--- config.mk ---
export PLATFORM = sky130hd
export DESIGN_NAME = rggen_bit_field_wfifo_flat
export DESIGN_NICKNAME = d
export VERILOG_FILES = /design/src/rtl/rggen_bit_field_wfifo_if.sv /design/src/rtl/rggen_bit_field_wfifo.sv /design/src/flat_wrapper.sv
export SDC_FILE = /design/constraint.sdc
export NUM_CORES = 1
export LEC_CHECK = 0
export BUFFER_PORTS_ARGS = -buffer_cell sky130_fd_sc_hd__buf_4
export CAP_MARGIN = 20
export CORE_ASPECT_RATIO = 1.5
export CORE_MARGIN = 2
export CORE_UTILIZATION = 47
export DETAILED_ROUTE_END_ITERATION = 6
export PLACE_DENSITY = 0.83
export SETUP_SLACK_MARGIN = 0.15
export SLEW_MARGIN = 20
export SYNTH_ARGS = -nofsm -noshare
export SYNTH_HDL_FRONTEND = slang
export SYNTH_SLANG_ARGS = --single-unit
--- constraint.sdc ---
create_clock -name i_clk -period 2.6 [get_ports i_clk]
set_clock_uncertainty 0.2 [all_clocks]
set_input_delay 0.13 -clock i_clk [delete_from_list [all_inputs] [get_ports i_clk]]
set_output_delay 0.13 -clock i_clk [all_outputs]
set_load 0.02 [all_outputs]
--- src/rtl/rggen_bit_field_wfifo_if.sv ---
// Register-side access bundle shared by the rggen_bit_field_* cells.
// The bit_field/slave modports face the field cell; master faces the register block.
interface rggen_bit_field_if #(
  parameter int WIDTH = 8
);
  logic             valid;
  logic [WIDTH-1:0] read_mask;
  logic [WIDTH-1:0] write_mask;
  logic [WIDTH-1:0] write_data;
  logic [WIDTH-1:0] read_data;
  logic [WIDTH-1:0] value;

  modport bit_field (
    input  valid,
    input  read_mask,
    input  write_mask,
    input  write_data,
    output read_data,
    output value
  );

  modport slave (
    input  valid,
    input  read_mask,
    input  write_mask,
    input  write_data,
    output read_data,
    output value
  );

  modport master (
    output valid,
    output read_mask,
    output write_mask,
    output write_data,
    input  read_data,
    input  value
  );
endinterface

--- src/rtl/rggen_bit_field_wfifo.sv ---
// Software-to-hardware queued bit field: register writes push masked data into a
// DEPTH-entry FIFO that hardware drains over a valid/ready handshake.
module rggen_bit_field_wfifo #(
  parameter int WIDTH = 8,
  parameter int DEPTH = 4,
  localparam int CW   = $clog2(DEPTH + 1),
  localparam int PW   = $clog2(DEPTH)
) (
  input  logic                      i_clk,
  input  logic                      i_rst_n,
  rggen_bit_field_if.bit_field      bit_field_if,
  output logic                      o_valid,
  input  logic                      i_ready,
  output logic [WIDTH-1:0]          o_data,
  output logic [CW-1:0]             o_count,
  output logic                      o_full,
  output logic                      o_overflow
);

  logic [WIDTH-1:0] mem_q [DEPTH];
  logic [PW-1:0]    wr_ptr_q, wr_ptr_d;
  logic [PW-1:0]    rd_ptr_q, rd_ptr_d;
  logic [CW-1:0]    count_q, count_d;
  logic             overflow_q, overflow_d;

  logic             push_req;
  logic             pop;
  logic             push_ok;
  logic [WIDTH-1:0] push_data;

  assign push_req  = bit_field_if.valid && (|bit_field_if.write_mask);
  assign push_data = bit_field_if.write_data & bit_field_if.write_mask;
  assign pop       = (count_q != '0) && i_ready;
  // A pop in the same cycle frees the head slot, so a full FIFO can still accept.
  assign push_ok   = push_req && ((count_q < CW'(DEPTH)) || pop);

  always_comb begin
    wr_ptr_d   = wr_ptr_q;
    rd_ptr_d   = rd_ptr_q;
    count_d    = count_q;
    overflow_d = push_req && !push_ok;
    if (push_ok) begin
      wr_ptr_d = (wr_ptr_q == PW'(DEPTH - 1)) ? '0 : wr_ptr_q + PW'(1);
    end
    if (pop) begin
      rd_ptr_d = (rd_ptr_q == PW'(DEPTH - 1)) ? '0 : rd_ptr_q + PW'(1);
    end
    case ({push_ok, pop})
      2'b10:   count_d = count_q + CW'(1);
      2'b01:   count_d = count_q - CW'(1);
      default: count_d = count_q;
    endcase
  end

  always_ff @(posedge i_clk) begin
    if (!i_rst_n) begin
      wr_ptr_q   <= '0;
      rd_ptr_q   <= '0;
      count_q    <= '0;
      overflow_q <= 1'b0;
    end else begin
      wr_ptr_q   <= wr_ptr_d;
      rd_ptr_q   <= rd_ptr_d;
      count_q    <= count_d;
      overflow_q <= overflow_d;
    end
  end

  always_ff @(posedge i_clk) begin
    if (!i_rst_n) begin
      for (int i = 0; i < DEPTH; i++) begin
        mem_q[i] <= '0;
      end
    end else if (push_ok) begin
      mem_q[wr_ptr_q] <= push_data;
    end
  end

  assign o_valid    = (count_q != '0);
  assign o_data     = mem_q[rd_ptr_q];
  assign o_count    = count_q;
  assign o_full     = (count_q == CW'(DEPTH));
  assign o_overflow = overflow_q;

  assign bit_field_if.read_data = o_valid ? (o_data & bit_field_if.read_mask) : '0;
  assign bit_field_if.value     = o_data;

endmodule

--- src/flat_wrapper.sv ---
// flat-port wrapper written by rule: the top's interface ports become plain ports
module rggen_bit_field_wfifo_flat 
#(
  parameter int WIDTH = 8,
  parameter int DEPTH = 4,
  localparam int CW   = $clog2(DEPTH + 1),
  localparam int PW   = $clog2(DEPTH)
)
  (i_clk, i_rst_n, o_valid, i_ready, o_data, o_count, o_full, o_overflow, bit_field_if_valid, bit_field_if_read_mask, bit_field_if_write_mask, bit_field_if_write_data, bit_field_if_read_data, bit_field_if_value);
  rggen_bit_field_if #(.WIDTH(WIDTH)) bit_field_if_i ();
  input  logic i_clk;
  input  logic i_rst_n;
  output logic o_valid;
  input  logic i_ready;
  output logic [WIDTH-1:0] o_data;
  output logic [CW-1:0] o_count;
  output logic o_full;
  output logic o_overflow;
  input wire logic [$bits(bit_field_if_i.valid)-1:0] bit_field_if_valid;
  input wire logic [$bits(bit_field_if_i.read_mask)-1:0] bit_field_if_read_mask;
  input wire logic [$bits(bit_field_if_i.write_mask)-1:0] bit_field_if_write_mask;
  input wire logic [$bits(bit_field_if_i.write_data)-1:0] bit_field_if_write_data;
  output wire logic [$bits(bit_field_if_i.read_data)-1:0] bit_field_if_read_data;
  output wire logic [$bits(bit_field_if_i.value)-1:0] bit_field_if_value;
  assign bit_field_if_i.valid = bit_field_if_valid;
  assign bit_field_if_i.read_mask = bit_field_if_read_mask;
  assign bit_field_if_i.write_mask = bit_field_if_write_mask;
  assign bit_field_if_i.write_data = bit_field_if_write_data;
  assign bit_field_if_read_data = bit_field_if_i.read_data;
  assign bit_field_if_value = bit_field_if_i.value;
  rggen_bit_field_wfifo #(.WIDTH(WIDTH), .DEPTH(DEPTH)) u_core (.i_clk(i_clk), .i_rst_n(i_rst_n), .bit_field_if(bit_field_if_i), .o_valid(o_valid), .i_ready(i_ready), .o_data(o_data), .o_count(o_count), .o_full(o_full), .o_overflow(o_overflow));
endmodule
After elaboration in Yosys (flattened, before gate mapping)

Memory sizes are Yosys's and may differ from the RTL's. A register that Yosys moved wholly into a read port is not among the register bits.
Index checks and enable logic that the tools add are counted.

Input bits: 28
Bits in registers: 8
Memories: 1
Bits in writable memories: 32
Output and inout bits: 30

Muxes and demuxes: 13
Magnitude comparators: 1
Eq/ne operators: 5
Bitwise gates (word level): 2
Reduce and logical (&&, ||, !) cells: 10
Add/sub/neg operators: 4

Memory list:

| name         | depth | bits a word | read ports | clocked after Yosys merged registers in | wr ports | line                        | RTL |
|---|---|---|---|---|---|---|---|
| u_core.mem_q | 4     | 8           | 1          | 1                                       | 4        | rggen_bit_field_wfifo.sv:20 | `logic [WIDTH-1:0] mem_q [DEPTH];` |

Operators by type and width:

| operator                                                            | count |
|---|---|
| 8-bit AND                                                           | 2 |
| 8-bit 2-to-1 mux                                                    | 2 |
| 8-bit OR reduction                                                  | 2 |
| 2-bit 2-to-1 mux                                                    | 5 |
| 2-bit == test (second input constant)                               | 3 |
| 3-bit one-hot mux with 2 select lines                               | 1 |
| 1-bit 2-to-1 mux                                                    | 5 |
| 2-bit by 1-bit adder with 2-bit output (second input constant)      | 2 |
| 1-bit logical AND                                                   | 4 |
| 3-bit by 1-bit adder with 3-bit output (second input constant)      | 1 |
| 3-bit == test (second input constant)                               | 1 |
| 3-bit less-than comparator (second input constant)                  | 1 |
| 3-bit nonzero test                                                  | 1 |
| 3-bit by 1-bit subtractor with 3-bit output (second input constant) | 1 |
| 2-bit by 1-bit == test with 1-bit output (second input constant)    | 1 |
| 2-bit nonzero test                                                  | 1 |
| 1-bit logical NOT                                                   | 1 |
| 1-bit logical OR                                                    | 1 |

Depth between registers and ports, before layout

Gate-level depths: netlist (run 1).

Word-level depth: 9
Depth in mapped cells: 9
Gate-level depth less buffers: 8

Worst setup path before layout (run 1)

Ideal clock, no wire load.

Kind: input-to-reg
From: in bit_field_if_write_mask[5]
To: reg u_core.count_q[2] (netlist: u_core.o_count[2])
Arrival: 2,228 ps
Stages on the path: 9
Setup time: 70 ps
Buffers on the path: 1
Setup slack: 102 ps
Path through: or4_4 buf_6 o211ai_2 ha_1 inv_1 fa_1 xor2_1 or3_1 a21oi_1

Longest elaborated chain between the ends: 5

Ends and longest elaborated chain:

| what                                                                        | line                        | RTL |
|---|---|---|
| from (decl)                                                                 | flat_wrapper.sv:21          | `input wire logic [$bits(bit_field_if_i.write_mask)-1:0] bit_field_if_write_mask;` |
| 8-bit OR reduction (*)                                                      | rggen_bit_field_wfifo.sv:31 | `assign push_req = bit_field_if.valid && (\|bit_field_if.write_mask);` |
| 1-bit logical AND (*)                                                       | rggen_bit_field_wfifo.sv:31 |  |
| 1-bit logical AND (*)                                                       | rggen_bit_field_wfifo.sv:35 | `assign push_ok = push_req && ((count_q < CW'(DEPTH)) \|\| pop);` |
| 2-bit by 1-bit == test with 1-bit output or 2-bit == test (tied branches)   | rggen_bit_field_wfifo.sv:48 | `case ({push_ok, pop})` |
| 3-bit one-hot mux with 2 select lines or 2-bit nonzero test (tied branches) | -                           |  |
| to (signal assigned)                                                        | rggen_bit_field_wfifo.sv:64 | `count_q <= count_d;` |
| to (decl)                                                                   | rggen_bit_field_wfifo.sv:23 | `logic [CW-1:0] count_q, count_d;` |

Every way passes the cells marked *; elsewhere a longest branch is shown, timed or not.
A chain may end at the register's enable or synchronous reset.

Worst setup path in the final report (run 1)

From: in i_ready
To: reg u_core.count_q[2] (netlist: u_core.o_count[2])

Longest elaborated chain between the ends: 5

Ends and longest elaborated chain:

| what                                                                        | line                        | RTL |
|---|---|---|
| from (decl)                                                                 | flat_wrapper.sv:14          | `input logic i_ready;` |
| 1-bit logical AND (*)                                                       | rggen_bit_field_wfifo.sv:33 | `assign pop = (count_q != '0) && i_ready;` |
| 1-bit logical OR                                                            | rggen_bit_field_wfifo.sv:35 |  |
| 1-bit logical AND                                                           | rggen_bit_field_wfifo.sv:35 |  |
| 2-bit by 1-bit == test with 1-bit output or 2-bit == test (tied branches)   | rggen_bit_field_wfifo.sv:48 |  |
| 3-bit one-hot mux with 2 select lines or 2-bit nonzero test (tied branches) | -                           |  |

Marked as above.

==> results of run 1 <==
[repair_timing]
action / 4_1_cts / 5_1_grt
gates resized for setup: 0 / 2
hold buffers: 3 / 0
hold endpoints to repair: 5 / 0
setup endpoints to repair: 0 / 1
[kinds of logic after synthesis]
logic type,count (synthesis),share of synthesized area [%]
buf+inv,25,7.28
fa+ha+maj,4,2.75
simple gates,68,18.4
flops,42,55.4
mux,10,9.55
compound gates,14,5.73
xor+xnor,2,0.836
[layout by cell type, fill, tap and decap left out, drive strengths merged, types with 3 or more instances in the layout]
| cell type | count |
|---|---|
| clkbuf | 6 |
| buf | 67 |
| dfxtp | 10 |
| a21oi | 4 |
| nor3 | 25 |
| nor2 | 11 |
| and3 | 9 |
| inv | 7 |
| or3 | 4 |
| mux4 | 8 |
| ha | 3 |
| o21ai | 5 |
| dlygate4sd3 | 3 |
| edfxtp | 32 |
| nand2 | 14 |
[path summary, 6_finish.rpt]
kind                              startpoint                  to  depth (start not counted)
setup / recovery                     i_ready   u_core.o_count[2]                         10
hold / removal    bit_field_if_write_data[7]  u_core.mem_q[3][7]                          3
setup reg to reg           u_core.o_count[2]   u_core.o_count[2]                          8
hold reg to reg           u_core.rd_ptr_q[1]           flip-flop                          2
[power breakdown]
| group | switching (mW) | internal (mW) | total (mW) |
|---|---|---|---|
| combinational | 0.501 | 0.395 | 0.896 |
| sequential | 0.0854 | 0.802 | 0.887 |
| clock | 0.213 | 0.213 | 0.426 |
| total | 0.800 | 1.41 | 2.21 |
[metal layers]
layer,vias up,global-route usage [%]
met2,56,33.2
met3,7,2.71
met1,692,20.4
met5,-,0
li1,715,-
met4,0,9.09
[stage by stage]
| step | area, sq um | setup WS (ns) | utilization [%] | hold slack [ns] | power, mW |
|---|---|---|---|---|---|
| final | 2680 | 0.306 | 63.1 | 0.0369 | 2.21 |
| after global routing | 2680 | 0.200 | 63.1 | 0.0542 | 2.32 |
| after CTS | 2670 | 0.186 | 63.0 | 0.0314 | 2.22 |
| after detailed placement | 2550 | 0.0493 | 60.0 | 0.241 | 1.80 |
| after global placement | 2550 | 0.127 | 60.0 | 0.226 | 1.77 |
| after floorplan | 2120 | 0.168 | - | 0.0710 | 1.48 |
[worst max-delay path, stage by stage]
cell           delay (ns)
dlygate4sd3_1        0.54
buf_4                0.15
nand2b_4             0.18
o211ai_4             0.11
ha_2                 0.21
inv_1                0.05
fa_2                 0.33
xor2_1               0.16
or3_1                0.31
a21oi_1              0.14
[registers in the layout, summed over array words and instances (netlist names), named ones only]
signal,flops
u_core.mem_q,32
u_core.o_count,3
u_core.o_overflow,1
u_core.rd_ptr_q,2
u_core.wr_ptr_q,2
[cell type report]
type / instances / area (sq um) / share of cell area (%)
sequential: 42 / 1160 / 43.3
multi-input combinational: 98 / 807 / 30.1
timing repair buffer: 70 / 533 / 19.9
clock buffer: 6 / 82.6 / 3.08
tap: 46 / 57.6 / 2.15
inverter: 7 / 26.3 / 0.980
clock inverter: 2 / 12.5 / 0.467
==> key figures, run 1 <==
Worst setup path
  – Type of the worst setup path: primary input to flip-flop
  – CP endpoint kind: flip-flop
  – R2r setup slk: 0.38 ns
  – Arr. time, crit path: 2.32 ns
  – Critical path peak fanout: 4
  – Crit start category: primary input
  – Required time of the critical path: 2.62 ns

Route
  – DRT Pass-1 Iters: 4
  – Total wire length: 4290 um
  – ANT nets after route: 0
  – Met2 wire len: 2440 um
  – Number of remaining DRC errors: 0
  – Routed len/inst: 15.8 um
  – Post-Route M1 WL: 1560 um
  – Top sig layer: met4
  – Initial drt markers: 30
  – Vias/cell: 5.42
  – Met3 routed WL: 221 um
  – Routed via count: 1470

Floorplan
  – Initial Util: 49.4%
  – Die X: around 60 um
  – Boundary Pins: 58
  – Total core area: 4250 sq um
  – Die H: between 80 and 90 um
  – Cell Rows: 29
  – Die area: 5020 sq um

STA
  – Final setup viols: 0
  – Worst slew pin tran: 0.553 ns
  – RSZ-0062 raised after global routing: no
  – Slew Limit Headroom: 63.1%
  – Final Slew Violations: 0
  – Crit path time final: about 2.3 ns
  – Maximum clock rate: 436 MHz
  – TNS Setup: 0 ns
  – Final hold violation count: 0
  – Tcrit/Tclk final: 88.2%

Clock network
  – CTS tree: yes
  – Total CTS buffers: 5
  – Clock Tree Buf Depth: 2
  – Post-CTS setup repair buffer count: 0
  – Latest clock arrival within the worst-skew pair: 0.29 ns
  – Worst-path clk slew: approximately 0.08 ns
  – CTS sink cnt: 42
  – Depth of the CTS H-tree: 2
  – Clock root buffer: clkbuf_8

Global routing
  – Initial antenna violation count: 0
  – Vias in the first global route: ~1500
  – GRT Resource Usage Total: 18.4%
  – First-pass GRT wire length: 6820 um
  – Largest net degree at the start of global routing: 17
  – Gr ovfl total: 0

Yosys
  – Most common cell in the synthesized netlist: edfxtp_1
  – Post-Syn Area: 2100 sq um
  – YS warnings: 0
  – EDFF count, synth: 32
  – Ys flop type: edfxtp_1
  – Seq/Total Area, Yosys: a little under three fifths
  – Synth unique cells: 31
  – Largest cells by area after synthesis: edfxtp_1, dfxtp_1, mux4_2, nor3_2, nor3_1
  – Top cell type's share of synthesized area: a little under half
  – Post-synth ARST share: 0%
  – Syn Nets: slightly below 200
  – Syn Area/Cell: 12.7 sq um
  – Synth cell count leaders: edfxtp_1, nor3_1, nand2_1, nor2_1
  – Most area-hungry cell type in the Yosys netlist: edfxtp_1
  – Flops & latches, synth: 42
  – Syn Inst Count: around 170

Cells and area
  – P&R area growth vs syn: 27.9%
  – Final nets: 256
  – Non-filler cells, final: 271
  – Fillcell total: 333
  – Ratio of cells with drive above 1 in the final layout: 44.9%
  – ANT cells: 0

Pwr
  – Pwr/cell area: just over 800 nW/um^2
  – Leak: approximately 1.1 nW
  – Peak supply drop: just over 0.0007 V

Run
  – Max-cap violations: 0

Min path
  – Hold Path Class: primary input to flip-flop

Outcome
  – Run status: completed

Place
  – DP Cell Count: 260
  – # port buffers: 57
  – Post-DP HPWL: 3260 um
  – GPL Wtd Cong: 0.729
Power figures use the tool's default switching activity.
==> run 2, diff against run 1 <==
--- a/config.mk
+++ b/config.mk
@@ -7,7 +7,6 @@
 export LEC_CHECK = 0
 export BUFFER_PORTS_ARGS = -buffer_cell sky130_fd_sc_hd__buf_4
 export CAP_MARGIN = 20
-export CORE_ASPECT_RATIO = 1.5
 export CORE_MARGIN = 2
 export CORE_UTILIZATION = 47
 export DETAILED_ROUTE_END_ITERATION = 6
==> run 2 against run 1 <==
Against the previous run: critical path depth is the same; cell count increased by 2.2%; worst setup slack improved by 0.011 ns; clock power shrank 7.5%; critical path type unchanged; largest cell class unchanged; highest routed layer unchanged.
==> key figures, run 2 (synthesis results as in run 1) <==
Outcome
  – Run status: completed

Global routing
  – Largest net degree at the start of global routing: 17
  – First-pass GRT wire length: 6770 um
  – Initial antenna violation count: 0
  – Vias in the first global route: around 1400
  – GRT Resource Usage Total: 17.7%
  – Gr ovfl total: 0

STA
  – RSZ-0062 raised after global routing: no
  – Final setup viols: 0
  – TNS Setup: 0 ns
  – Worst slew pin tran: 0.561 ns
  – Hold WS: between 0.02 and 0.025 ns
  – Maximum clock rate: 438 MHz
  – Final hold violation count: 0
  – Final Slew Violations: 0
  – Crit path time final: 2.28 ns
  – Tcrit/Tclk final: 87.8%
  – Slew Limit Headroom: 62.5%

Cells and area
  – Fillcell total: 349
  – Final nets: 256
  – Largest Register: u_core.mem_q
  – Commonest non-fill, non-tap cell in the layout: buf_4
  – Ratio of cells with drive above 1 in the final layout: 44.0%
  – Final design utilization: 61.8%
  – Max FFs per register: 32
  – P&R area growth vs syn: 27.6%
  – Commonest non-fill, non-tap cells in the layout: buf_4, edfxtp_1, nor3_1
  – Non-filler cells, final: 277
  – ANT cells: 0
  – Final instance area: 2670 sq um

Route
  – DRT Pass-1 Iters: 4
  – Initial drt markers: 75
  – Total wire length: 4290 um
  – Routed len/inst: about 15 um
  – Routed via count: 1518
  – ANT nets after route: 0
  – Vias/cell: 5.48
  – Number of remaining DRC errors: 0

Floorplan
  – Die area: around 5000 sq um
  – Boundary Pins: 58
  – Total core area: 4320 sq um
  – Die H: 70.8 um
  – Initial Util: 48.5%
  – Cell Rows: 24
  – Die X: 70.8 um

Pwr
  – Leak: approximately 1.1 nW
  – Sw Share: 36.3%
  – NetSw: 0.786 mW
  – Comb pwr share: 41.0%
  – Clock power frac: 18.2%
  – Pint: 1.38 mW
  – Peak supply drop: 0.000628 V
  – Sequential share of power: 40.8%
  – Pwr/cell area: between 800 and 900 nW/um^2

Worst setup path
  – R2r setup slk: 0.40 ns
  – Slowest cell on crit path: dlygate4sd3_1
  – Slowest stage delay, CP: 0.54 ns
  – Crit start category: primary input
  – Arr. time, crit path: 2.31 ns
  – Crit-path cells: dlygate4sd3_1 -> buf_4 -> nand2b_4 -> o211ai_4 -> ha_2 -> inv_1 -> fa_2 -> xor2_1 -> or3_1 -> a21oi_1
  – Required time of the critical path: 2.63 ns
  – R2R Path Start: u_core.o_count[2]
  – Delay-heaviest family, CP: buffers and inverters
  – CP endpoint kind: flip-flop
  – Reg2reg end: u_core.o_count[2]
  – Critical path peak fanout: 4
  – Buf/Inv on CP: 3
  – Type of the worst setup path: primary input to flip-flop
  – Cells on worst reg2reg path: 8

Min path
  – WHS Path Cells: 3
  – Hold EP: u_core.mem_q[3][2]
  – Hold Path Class: primary input to flip-flop
  – Worst Hold Launch: bit_field_if_write_data[2]

Place
  – GPL Wtd Cong: 0.720
  – DP Cell Count: 266
  – # port buffers: between 50 and 60
  – Post-DP HPWL: 3130 um
  – Placed Instance Area: between 2000 and 3000 sq um

Clock network
  – Clock root buffer: clkbuf_8
  – Latest clock arrival within the worst-skew pair: between 0.2 and 0.3 ns
  – Depth of the CTS H-tree: 2
  – Worst-path clk slew: 0.07 ns
  – CTS sink cnt: 42
  – Total CTS buffers: 5
  – Clock Tree Buf Depth: 2
  – CTS tree: yes

Run
  – Max-cap violations: 0
-- run 2: tightest hold or removal path, stage by stage --
cell,delay [ns]
buf_4,0.07
nand2_1,0.10
nor2_1,0.10
-- run 2: final cells by class --
type	count	area (sq um)	area share, %
Clock inverter	2	8.76	0.328
Sequential cell	42	1160	43.4
Tap cell	52	65.1	2.43
Inverter	7	26.3	0.983
Multi-Input combinational cell	98	807	30.2
Timing Repair Buffer	70	533	19.9
Clock buffer	6	72.6	2.71
-- run 2: repair_timing --
item                                    4_1_cts  5_1_grt
setup buffers                                 0        0
hold endpoints to repair                      5        0
endpoints found under the setup margin        0        1
hold buffers                                  3        0
resized for setup                             0        2
-- run 2: worst max path at each step --
stage | slack, ns | end | cells past startpoint | start
floorplan | 0.17 | u_core.o_count[2] | 9 | bit_field_if_write_mask[1]
global placement | 0.12 | u_core.o_count[2] | 9 | bit_field_if_write_mask[1]
detailed placement | 0.05 | u_core.o_count[2] | 9 | bit_field_if_write_mask[1]
CTS | 0.17 | u_core.o_count[2] | 10 | i_ready
global route | 0.23 | bit_field_if_read_data[5] | 3 | flip-flop
finish | 0.32 | u_core.o_count[2] | 10 | i_ready
-- run 2: per-stage QoR --
step	worst slack, ns	power [mW]
6_report	0.316	2.16
5_1_grt	0.231	2.28
4_1_cts	0.167	2.17
3_5_place_dp	0.0480	1.78
3_3_place_gp	0.118	1.77
2_1_floorplan	0.168	1.48
-- run 2: metal layers --
layer  vias to the layer above  wire length [um]  global-route usage [%]
met2                        41              2250                    31.8
met5                         -                 0                       0
met3                         8               226                    4.42
li1                        716                 -                       -
met1                       753              1730                    20.0
met4                         0                81                    7.34
-- run 2: power groups by stage --
stage	Combinational, mW	Sequential [mW]	Clock, mW
floorplan	0.606	0.878	0
global placement	0.874	0.893	0
detailed placement	0.887	0.898	0
CTS	0.892	0.884	0.392
global route	0.954	0.898	0.426
finish	0.887	0.883	0.394
==> run 3, diff against run 2 <==
--- a/config.mk
+++ b/config.mk
@@ -5,12 +5,12 @@
 export SDC_FILE = /design/constraint.sdc
 export NUM_CORES = 1
 export LEC_CHECK = 0
-export BUFFER_PORTS_ARGS = -buffer_cell sky130_fd_sc_hd__buf_4
+export BUFFER_PORTS_ARGS = -buffer_cell sky130_fd_sc_hd__buf_2
 export CAP_MARGIN = 20
 export CORE_MARGIN = 2
-export CORE_UTILIZATION = 47
+export CORE_UTILIZATION = 52
 export DETAILED_ROUTE_END_ITERATION = 6
-export PLACE_DENSITY = 0.83
+export PLACE_DENSITY = 0.86
 export SETUP_SLACK_MARGIN = 0.15
 export SLEW_MARGIN = 20
 export SYNTH_ARGS = -nofsm -noshare
==> constraint.sdc (replaced) <==
create_clock -name i_clk -period 2.5 [get_ports i_clk]
set_clock_uncertainty 0.2 [all_clocks]
set_input_delay 0.125 -clock i_clk [delete_from_list [all_inputs] [get_ports i_clk]]
set_output_delay 0.125 -clock i_clk [all_outputs]
set_load 0.02 [all_outputs]
==> run 3 against run 2 <==
Against the previous run: hold slack lost 0.021 ns; combinational power shrank 5.2%; sequential share of layout area grew 1.5 points; cell count is the same; sequential cell count is the same; critical endpoint unchanged; routed wire length shrank 2.3%; via count shrank 5.1%; core utilization grew 3.9 points; first-iteration DRC count shrank 53%; cell area shrank 3.1%; count of clock-buffer cells in the layout grew 1.
==> key figures, run 3 (synthesis results as in run 1) <==
Global routing
  – Gr ovfl total: 0
  – Initial antenna violation count: 0
  – Met2 global-route usage: 36.8%
  – Gr busiest metal: met2
  – Largest net degree at the start of global routing: 14
  – Vias in the first global route: 1390
  – GRT Resource Usage Total: about a fifth
  – Met3 Track Usage GR: 5.50%
  – First-pass GRT wire length: 6600 um
  – Met1 Track Usage GR: 24.2%

Pwr
  – NetSw: 0.816 mW
  – Peak supply drop: 0.000508 V
  – Comb pwr share: 36.4%
  – Total chip power: 2.31 mW
  – Clock power frac: roughly a quarter
  – Pint: 1.49 mW
  – Leak: 1.08 nW
  – Pwr/cell area: 892 nW/um^2
  – Sequential share of power: 39.6%
  – Sw Share: 35.3%

Place
  – DP Cell Count: 266
  – GPL Wtd Cong: about 0.76
  – Placed Instance Area: 2430 sq um
  – Post-Place Worst Slack: 0.0820 ns
  – # port buffers: 57
  – Post-DP HPWL: 3130 um

Cells and area
  – Final nets: 258
  – Largest Register: u_core.mem_q
  – ANT cells: 0
  – Non-filler cells, final: about 280
  – Fillcell total: 296
  – Ratio of cells with drive above 1 in the final layout: 45.8%
  – Final instance area: 2590 sq um
  – Commonest non-fill, non-tap cells in the layout: buf_2, edfxtp_1, nor3_1
  – Max FFs per register: 32
  – P&R area growth vs syn: 23.6%
  – Commonest non-fill, non-tap cell in the layout: buf_2

Worst setup path
  – R2r setup slk: 0.39 ns
  – R2R Path Start: u_core.o_count[2]
  – Arr. time, crit path: 2.22 ns
  – Reg2reg end: u_core.o_count[2]
  – CP endpoint kind: flip-flop
  – Critical path peak fanout: 4
  – Launch point of the critical path: i_ready
  – Crit start category: primary input
  – Required time of the critical path: 2.54 ns
  – Type of the worst setup path: primary input to flip-flop
  – Cells on worst reg2reg path: 8

STA
  – Final Slew Violations: 0
  – Final hold violation count: 0
  – Final setup viols: 0
  – Slew Limit Headroom: ~72%
  – PnR worst setup slack: 0.319 ns
  – Worst slew pin tran: 0.413 ns
  – Maximum clock rate: 459 MHz
  – RSZ-0062 raised after global routing: no
  – Tcrit/Tclk final: 87.2%
  – Crit path time final: 2.18 ns
  – TNS Setup: 0 ns

Run
  – Max-cap violations: 0

Floorplan
  – Die area: between 4000 and 5000 sq um
  – Total core area: 3940 sq um
  – Boundary Pins: 58
  – Die X: roughly 67 um
  – Cell Rows: 23
  – Initial Util: 53.2%
  – Die H: 67.5 um

Clock network
  – CTS tree: yes
  – Total CTS buffers: 5
  – Latest clock arrival within the worst-skew pair: 0.30 ns
  – Worst-path clk slew: 0.08 ns
  – Depth of the CTS H-tree: 2
  – Clock Tree Buf Depth: 2
  – Clock root buffer: clkbuf_8
  – CTS sink cnt: 42

Route
  – ANT nets after route: 0
  – Initial drt markers: 35
  – Routed via count: about 1400
  – DRT Pass-1 Iters: 4
  – Total wire length: about 4200 um
  – Vias/cell: 5.20
  – Number of remaining DRC errors: 0
  – Routed len/inst: ~15 um

Min path
  – Hold EP: u_core.mem_q[3][7]
  – Worst Hold Launch: bit_field_if_write_data[7]
  – Hold Path Class: primary input to flip-flop
  – WHS Path Cells: 3

Outcome
  – Run status: completed
run 3: changes by cell type in the layout (fill, tap and decap cells not counted), sizes merged:
| cell | delta |
|---|---|
| buf | +2 |
| clkinv | -2 |
| bufinv | +1 |
| clkbuf | +1 |
run 3: worst max-delay path by stage:
stage	slack, ns	cells after the start	endpoint
detailed placement	0.08	9	u_core.o_count[2]
finish	0.32	10	u_core.o_count[2]
floorplan	0.11	9	u_core.o_count[2]
global route	0.22	8	u_core.o_count[2]
CTS	0.17	10	u_core.o_count[2]
global placement	0.12	9	u_core.o_count[2]
run 3: metal layers:
layer,vias up,wire length [um]
li1,720,-
met1,674,1730
met2,39,2200
met3,7,194
met4,0,63
met5,-,0
run 3: final cells by class:
type	instances	area (sq um)	area share [%]
well taps	50	62.6	2.42
clock buffers	7	86.3	3.33
inverters	7	26.3	1.01
flip-flops and latches	42	1160	44.9
clock inverters	1	30.0	1.16
multi-input cells	98	817	31.5
repair buffers	72	405	15.7
run 3: worst max-delay path, cell delays in order:
cell           delay (ns)
dlygate4sd3_1        0.53
buf_2                0.13
nand2b_4             0.18
o211ai_4             0.12
ha_4                 0.18
inv_2                0.04
fa_2                 0.34
xor2_1               0.15
or3_1                0.30
a21oi_1              0.12
run 3: power by group through the flow:
stage | clock [mW] | combinational (mW) | sequential, mW
floorplan | 0 | 0.644 | 0.913
global placement | 0 | 0.824 | 0.925
detailed placement | 0 | 0.840 | 0.930
CTS | 0.557 | 0.846 | 0.915
global route | 0.584 | 0.929 | 0.932
finish | 0.554 | 0.841 | 0.915
run 3: metrics by stage:
stage               util [%]  hold WS [ns]
finish                  65.7       0.00201
global route            65.7        0.0296
CTS                     65.5      0.000979
detailed placement      61.8         0.238
global placement        61.8         0.235
floorplan                  -        0.0660
run 3: timing repair:
item / in CTS / in global routing
hold buffers: 3 / 0
gates resized for setup: 0 / 3
endpoints found under the setup margin: 0 / 8
setup buffers: 0 / 0
endpoints found under the hold margin: 5 / 0
